### config.mk
export PLATFORM = sky130hd
export DESIGN_NAME = mpsoc_wb_uart_rx_framer
export DESIGN_NICKNAME = d
export VERILOG_FILES = /design/src/rtl/mpsoc_wb_uart_rx_framer.sv
export SDC_FILE = /design/constraint.sdc
export NUM_CORES = 1
export LEC_CHECK = 0
export ABC_CLOCK_PERIOD_IN_PS = 2600
export CORE_ASPECT_RATIO = 2
export CORE_UTILIZATION = 40
export DETAILED_ROUTE_END_ITERATION = 7
export PLACE_DENSITY = 0.69
export SLEW_MARGIN = 20
export SYNTH_ARGS = -nofsm -noshare
export SYNTH_HDL_FRONTEND = slang
export SYNTH_SLANG_ARGS = --single-unit
### constraint.sdc
create_clock -name clk -period 2.6 [get_ports clk]
set_clock_uncertainty 0.15 [all_clocks]
set_input_delay 0.52 -clock clk [delete_from_list [all_inputs] [get_ports clk]]
set_output_delay 0.52 -clock clk [all_outputs]
set_load 0.02 [all_outputs]
### src/rtl/mpsoc_wb_uart_rx_framer.sv
// UART receive framer: 16x oversampled deframing of 5..8-bit characters with
// optional parity, pushing {data[7:0], break, parity_err, framing_err} to the
// receive FIFO, plus the four-character receive timeout counter.
// Optional feature macro: UART_RX_MAJORITY_EN (3-sample majority bit decision).
module mpsoc_wb_uart_rx_framer #(
  parameter int unsigned FIFO_WIDTH     = 11,
  parameter int unsigned FIFO_COUNTER_W = 5,
  parameter int unsigned TOUT_W         = 10,
  parameter int unsigned SYNC_STAGES    = 2
) (
  input  logic                      clk,
  input  logic                      wb_rst_i,
  input  logic                      enable,
  input  logic                      srx_pad_i,
  input  logic [7:0]                lcr,
  input  logic                      rx_reset,
  input  logic [FIFO_COUNTER_W-1:0] rf_count,
  input  logic                      rf_pop,
  output logic                      rf_push,
  output logic [FIFO_WIDTH-1:0]     rf_data_in,
  output logic [2:0]                rstate,
  output logic                      timeout
);

  typedef enum logic [2:0] {
    S_IDLE      = 3'd0,
    S_START     = 3'd1,
    S_DATA      = 3'd2,
    S_PARITY    = 3'd3,
    S_STOP      = 3'd4,
    S_PUSH      = 3'd5,
    S_WAIT_HIGH = 3'd6
  } state_t;

  state_t                  r_state, w_state;
  logic [SYNC_STAGES-1:0]  r_sync;
  logic [3:0]              r_cnt, w_cnt;
  logic [2:0]              r_bitcnt, w_bitcnt;
  logic [7:0]              r_shift, w_shift;
  logic [5:0]              r_cfg, w_cfg;
  logic                    r_pe, w_pe;
  logic                    r_allz, w_allz;
  logic [FIFO_WIDTH-1:0]   r_data, w_data;
  logic [TOUT_W-1:0]       r_counter_t;
  logic [TOUT_W-1:0]       w_reload;
  logic [3:0]              w_bits;
  logic                    w_rx, w_bit, w_samp, w_exp_par, w_brk, w_unused;

  assign w_rx     = r_sync[SYNC_STAGES-1];
  assign w_unused = &{1'b0, lcr[7:6]};

`ifdef UART_RX_MAJORITY_EN
  logic r_v6, r_v7;

  // Capture the two early samples of each bit for the cnt==8 majority vote
  always_ff @(posedge clk) begin
    if (wb_rst_i) begin
      r_v6 <= 1'b1;
      r_v7 <= 1'b1;
    end else if (enable) begin
      if (r_cnt == 4'd6) r_v6 <= w_rx;
      if (r_cnt == 4'd7) r_v7 <= w_rx;
    end
  end

  assign w_samp = enable && (r_cnt == 4'd8);
  assign w_bit  = (r_v6 & r_v7) | (r_v6 & w_rx) | (r_v7 & w_rx);
`else
  assign w_samp = enable && (r_cnt == 4'd7);
  assign w_bit  = w_rx;
`endif

  // Expected parity from the frozen frame config and received data bits
  assign w_exp_par = r_cfg[5] ? ~r_cfg[4] : (r_cfg[4] ? ^r_shift : ~^r_shift);

  // Synchronise the asynchronous serial input; idles high
  always_ff @(posedge clk) begin
    if (wb_rst_i) r_sync <= '1;
    else          r_sync <= {r_sync[SYNC_STAGES-2:0], srx_pad_i};
  end

  // Receiver state and per-frame datapath registers
  always_ff @(posedge clk) begin
    if (wb_rst_i || rx_reset) begin
      r_state  <= S_IDLE;
      r_cnt    <= '0;
      r_bitcnt <= '0;
      r_shift  <= '0;
      r_cfg    <= '0;
      r_pe     <= 1'b0;
      r_allz   <= 1'b0;
    end else begin
      r_state  <= w_state;
      r_cnt    <= w_cnt;
      r_bitcnt <= w_bitcnt;
      r_shift  <= w_shift;
      r_cfg    <= w_cfg;
      r_pe     <= w_pe;
      r_allz   <= w_allz;
    end
  end

  // Push word holds its last value; only a full reset clears it
  always_ff @(posedge clk) begin
    if (wb_rst_i) r_data <= '0;
    else          r_data <= w_data;
  end

  // Next-state and datapath decode
  always_comb begin
    w_state  = r_state;
    w_cnt    = enable ? r_cnt + 4'd1 : r_cnt;
    w_bitcnt = r_bitcnt;
    w_shift  = r_shift;
    w_cfg    = r_cfg;
    w_pe     = r_pe;
    w_allz   = r_allz;
    w_data   = r_data;
    w_brk    = 1'b0;
    case (r_state)
      S_IDLE: begin
        w_cnt = r_cnt;
        if (enable && !w_rx) begin
          w_state = S_START;
          w_cnt   = '0;
          w_cfg   = lcr[5:0];
          w_shift = '0;
          w_pe    = 1'b0;
          w_allz  = 1'b1;
        end
      end
      S_START: begin
        if (w_samp && w_bit) begin
          w_state = S_IDLE;
        end else if (enable && r_cnt == 4'd15) begin
          w_state  = S_DATA;
          w_bitcnt = '0;
        end
      end
      S_DATA: begin
        if (w_samp) begin
          w_shift[r_bitcnt] = w_bit;
          if (w_bit) w_allz = 1'b0;
        end
        if (enable && r_cnt == 4'd15) begin
          // Last data bit index is wlen-1 = lcr[1:0]+4
          if (r_bitcnt == {1'b1, r_cfg[1:0]}) w_state = r_cfg[3] ? S_PARITY : S_STOP;
          else                                w_bitcnt = r_bitcnt + 3'd1;
        end
      end
      S_PARITY: begin
        if (w_samp) begin
          w_pe = (w_bit != w_exp_par);
          if (w_bit) w_allz = 1'b0;
        end
        if (enable && r_cnt == 4'd15) w_state = S_STOP;
      end
      S_STOP: begin
        if (w_samp) begin
          // r_allz is reused as the break marker while in PUSH
          w_brk   = r_allz & ~w_bit;
          w_allz  = w_brk;
          w_data  = {(w_brk ? 8'h00 : r_shift), w_brk, r_pe, ~w_bit};
          w_state = S_PUSH;
        end
      end
      S_PUSH: begin
        w_cnt   = r_cnt;
        w_state = r_allz ? S_WAIT_HIGH : S_IDLE;
      end
      S_WAIT_HIGH: begin
        w_cnt = r_cnt;
        if (enable && w_rx) w_state = S_IDLE;
      end
      default: w_state = S_IDLE;
    endcase
  end

  // Four character times in ticks: 64 * (start + wlen + parity + stops) - 1
  assign w_bits   = 4'd6 + {2'b00, lcr[1:0]} + {3'b000, lcr[3]} + (lcr[2] ? 4'd2 : 4'd1);
  assign w_reload = TOUT_W'({w_bits, 6'd0}) - TOUT_W'(1);

  // Character timeout counter
  always_ff @(posedge clk) begin
    if (wb_rst_i || rx_reset)
      r_counter_t <= '1;
    else if (rf_push || rf_pop || rf_count == '0)
      r_counter_t <= w_reload;
    else if (enable && r_counter_t != '0)
      r_counter_t <= r_counter_t - TOUT_W'(1);
  end

  assign rf_push    = (r_state == S_PUSH);
  assign rf_data_in = r_data;
  assign rstate     = r_state;
  assign timeout    = (r_counter_t == '0) && (rf_count != '0);

endmodule
After elaboration in Yosys (flattened, before gate mapping)

Cells that the tools add are included.

Reduce and logical (&&, ||, !) cells: 35
Equal/unequal tests: 24
Add/subtract/negate cells: 7
Multiplexer cells: 39
Bitwise gates (word level): 4
$lt $le $gt $ge: 2

Operators by type and width:

| kind                                                | count |
|---|---|
| two-way mux 3 bit                                   | 14 |
| two-way mux 8 bit                                   | 3 |
| inequality test 2 bit (second input constant)       | 11 |
| case mux 3 bit (7 select lines)                     | 1 |
| two-way mux 10 bit                                  | 2 |
| subtractor 10 x 1 -> 10 bit (second input constant) | 2 |
| case mux 8 bit (2 select lines)                     | 1 |
| logical NOT 10 bit                                  | 1 |
| AND reduction 5 bit                                 | 2 |
| nonzero test 10 bit                                 | 1 |
| nonzero test 2 bit                                  | 5 |
| == test 3 bit (second input constant)               | 3 |
| two-way mux 1 bit                                   | 9 |
| AND reduction 3 bit                                 | 3 |
| bitwise mux 8 bit                                   | 1 |
| logical AND 1 bit                                   | 8 |
| two-way mux 4 bit                                   | 2 |
| case mux 4 bit (2 select lines)                     | 1 |
| XNOR reduction 8 bit                                | 1 |
| XOR reduction 8 bit                                 | 1 |
| AND reduction 7 bit                                 | 1 |
| == test 3 x 2 -> 1 bit (second input constant)      | 2 |
| case mux 3 bit (2 select lines)                     | 1 |
| logical NOT 5 bit                                   | 1 |
| 27 further kinds                                    | 34 |

Output and inout bits: 16
Input port bits: 19
Word-level logic and storage cells: 121
Bits in registers: 49

Logic depth before layout (Yosys ltp)

Depth in word-level cells: 7
Depth in mapped cells: 11
Gate-level depth less buffers: 11

Least setup slack after synthesis

OpenSTA, ideal clock, no wires.

Path type: flip-flop to output port
Start point: register r_counter_t[0]
End point: output timeout
Slack: 354 ps
Cell stages (with the launch flop): 6
Buffers on the path: 0
Arrival time: 1576 ps
Required time: 1930 ps
Cells stage by stage: dfxtp_1 > inv_1 > ha_1 > or4b_1 > nor3_4 > nor2b_1

Word-level cells in the longest chain between the ends: 2

Ends and longest elaborated chain:

| item                     | RTL line | source |
|---|---|---|
| start: declaration       | 44       | `logic [TOUT_W-1:0] r_counter_t;` |
| start signal: assignment | 188      | `r_counter_t <= w_reload;` |
| start signal: assignment | 190      | `r_counter_t <= r_counter_t - TOUT_W'(1);` |
| logical NOT 10 bit       | 196      | `assign timeout = (r_counter_t == '0) && (rf_count != '0);` |
| logical AND 1 bit        | 196      |  |
| end: declaration         | 22       | `output logic timeout` |

Every way passes these cells.

Worst setup path after layout

Start point: register r_state[0], in the netlist rstate[0]
End point: output rf_push

Word-level cells in the longest chain between the ends: 1

Ends and longest elaborated chain:

| item                     | RTL line | source |
|---|---|---|
| start: declaration       | 35       | `state_t r_state, w_state;` |
| start signal: assignment | 93       | `r_state <= w_state;` |
| == test 3 bit            | 193      | `assign rf_push = (r_state == S_PUSH);` |
| end: declaration         | 19       | `output logic rf_push,` |

Every way passes these cells.

==> results_dict.tcl <==
set metrics [dict create \
    status "completed" \
    grt_pass1_vias 2331 \
    synth_compound_area_frac 0.112 \
    drc 0 \
    synth_nets 337 \
    syn_area_um2 2540 \
    synthSimpleGateAreaFrac 0.299 \
    cts_tree "yes" \
    synth_seq_area_share 0.379 \
    crit_path_top_delay_cell "clkdlybuf4s50_1" \
    maxSlewViolCount 0 \
    final_area_um2 3290 \
    hold_viol 0 \
    synth_top_cell_area_share 0.379 \
    arrival_ns 1.83 \
    synthesis.instances 309 \
    drive_gt1_frac 0.131 \
    min_path_type "reg2reg" \
    crit_buf_inv 1 \
    max_stage_delay_ns 0.62 \
    end_kind "output port" \
    drtIter0Drc 93 \
    placed_cell_area_um2 3100 \
    power_density_nw_per_um2 524 \
    path_cells "nor2b_1 -> and2_1 -> clkdlybuf4s50_1" \
    area_growth_pct 29.5 \
    start_util 0.419 \
    synthFlopType "dfxtp_1" \
    die_area_um2 6690 \
    peakVddDrop_mv 0.507 \
    synth_top_family_by_area "simple AND/OR/NAND/NOR gates" \
    slew_headroom 0.621 \
    wl_um 6400 \
    crit_fanout 5 \
    io_pins 35 \
    synth_edf_count 0 \
    ys_types 49 \
    fmax_ghz 0.400 \
    antenna_left 0 \
    clockBufferDepth 2 \
    antenna_found_initial 0 \
    path_clk_slew_ns 0.07 \
    dp.cells 436 \
    finalCriticalPeriod_ns 2.50 \
    critical_path_class "reg2out" \
    io_buffers 32 \
    gp_congestion 0.897 \
    dr.pass1.iters 4 \
    required_ns 1.93 \
    yosys-top-cells-count "dfxtp_1 (48), nand2_1 (38), nor2_1 (29), a21oi_1 (26), nand3_1 (22)" \
    synth-adder-area-share 0.0473 \
    clock_latency_ns 0.29 \
    chipWidth_um 58.3 \
    grt_pass1_wl_um 10800 \
    root_buffer "clkbuf_16" \
    syn_avg_cell_area_um2 8.21 \
    hpwl_um 4840 \
    wire_per_inst_um 14.4 \
    fillers 568 \
    synth_xor_area_frac 0.0794 \
    cts.sinks 48 \
    final_cells 443 \
    cts_setup_buffers 0 \
    row_count 40 \
    drv_cap 0 \
    rsz0062_at_grt "false" \
    grt_max_degree 17 \
    p_leak_nw 1.23 \
    vias 2331 \
    worst_pin_slew_ns 0.560 \
    placeableCoreArea_um2 6060 \
    synth_largest_area_cell "dfxtp_1" \
    setup_viol 0 \
    async_flop_share 0 \
    synthMuxAreaShare 0.0360 \
    synth_most_common_cell "dfxtp_1" \
    finalSetupTns_ns 0 \
    grt_usage 0.209 \
    yosys_warnings 0 \
    ys_ff_latch 48 \
    cp-start-kind "flip-flop" \
    grt.overflow.total 0 \
    layout.nets 387 \
    die_h_um 115 \
    power_mw 1.72 \
    path_delay_family "buffers and inverters" \
    cts_made_buffers 5 \
    via_per_inst 5.26 \
    antennaDiodeCount 0 \
    finalCritPeriodShare 0.962 \
    htreeDepth 2 \
    yosys-top-cells-area "dfxtp_1 (38%), xnor2_1 (5.9%), nand2_1 (5.6%)" \
]
==> logic make-up (layout without fill, tap and decap cells) <==
kind of cell	Yosys count	after routing
and+or+nand+nor	141	141
buffers and inverters	30	80
AOI/OAI and AO/OA	49	49
xor gates and xnor gates	23	23
adders and majority gates	9	9
muxes	9	9
DFF	48	48
==> stage by stage <==
step / worst slack, ns / util / hold slack [ns]
finish: 0.0979 / 0.543 / 0.269
global route: 0.0000946 / 0.543 / 0.289
CTS: 0.0103 / 0.543 / 0.270
detailed placement: -0.227 / 0.512 / 0.253
global placement: -0.214 / 0.512 / 0.252
floorplan: 0.354 / - / 0.239
==> what timing repair did <==
action,CTS,global route
hold buffers,0,0
endpoints found under the setup margin,1,1
resized for setup,3,2
pin swaps,0,0
==> worst register-to-register path, cell delays in order, from the launching register on <==
cell and delay, ns:
dfxtp_1 0.39, nand2b_1 0.22, nor2_1 0.26, nand3b_1 0.25
buf_4 0.21, nor3_1 0.21, nand3b_1 0.15, a21oi_1 0.07
==> sequential cells by signal, indices dropped and copies added, names as in the netlist <==
signal       count
r_bitcnt         3
r_shift          8
rstate           3
r_pe             1
r_cfg            5
r_counter_t     10
rf_data_in      11
r_sync           2
r_allz           1
r_cnt            4
==> placed cells by master (no fill, tap or decap), types with 2 or more instances in the layout <==
master	synthesis	routed
nand3b_1	4	4
o31ai_1	3	3
o211ai_1	2	2
a21oi_1	26	26
clkbuf_16	0	5
a211oi_1	3	3
bufinv_16	0	2
nand3_1	22	22
nor4_2	2	2
xnor2_1	17	17
or2_2	2	2
ha_1	8	8
clkdlybuf4s50_1	0	31
buf_4	0	28
nand2_1	38	38
inv_1	12	12
nor4b_1	3	3
nor2b_1	5	5
o21ai_0	4	4
mux2i_1	8	8
nor2_1	29	29
dfxtp_1	48	48
and3_1	2	2
xor2_1	6	6
and2_1	2	2
nand4b_1	3	3
nor3b_1	2	2
nor3_1	4	4
o21ai_1	6	6
nand4_1	4	4
nand2b_1	5	5
nor4_1	3	3
==> per-layer routing <==
| metal | wire (µm) | track usage | vias to the layer above | share of wire |
|---|---|---|---|---|
| met5 | 0 | 0 | - | 0 |
| met4 | 209 | 0.100 | 0 | 0.033 |
| met3 | 174 | 0.0215 | 16 | 0.027 |
| met2 | 3690 | 0.395 | 49 | 0.58 |
| met1 | 2330 | 0.219 | 1103 | 0.36 |
| li1 | - | - | 1163 | - |
==> final cells by class <==
cell class | count | area, µm² | share of cell area
clock buffer | 5 | 125 | 0.0381
timing repair buffer | 60 | 526 | 0.160
multi-input combinational | 231 | 1460 | 0.444
sequential | 48 | 961 | 0.292
tap | 84 | 105 | 0.0320
clock inverter | 2 | 60.1 | 0.0183
inverter | 13 | 48.8 | 0.0149
==> power by group <==
group          internal, mW  switching (mW)
combinational        0.0749          0.0765
sequential            0.743         0.00792
clock                 0.546           0.274
total                  1.36           0.358
==> final timing paths <==
kind,start,end,slack [ns],depth (start not counted)
setup reg to reg,rstate[2]$_SDFFE_PP0P_,r_shift[0]$_SDFFE_PP0P_,0.57,7
setup / recovery,rstate[0]$_SDFFE_PP0P_,rf_push,0.1,3
hold / removal,r_sync[0]$_SDFF_PP1_,r_sync[1]$_SDFF_PP1_,0.27,1
hold reg to reg,r_sync[0]$_SDFF_PP1_,r_sync[1]$_SDFF_PP1_,0.27,1
Power figures use the tool's default switching activity.
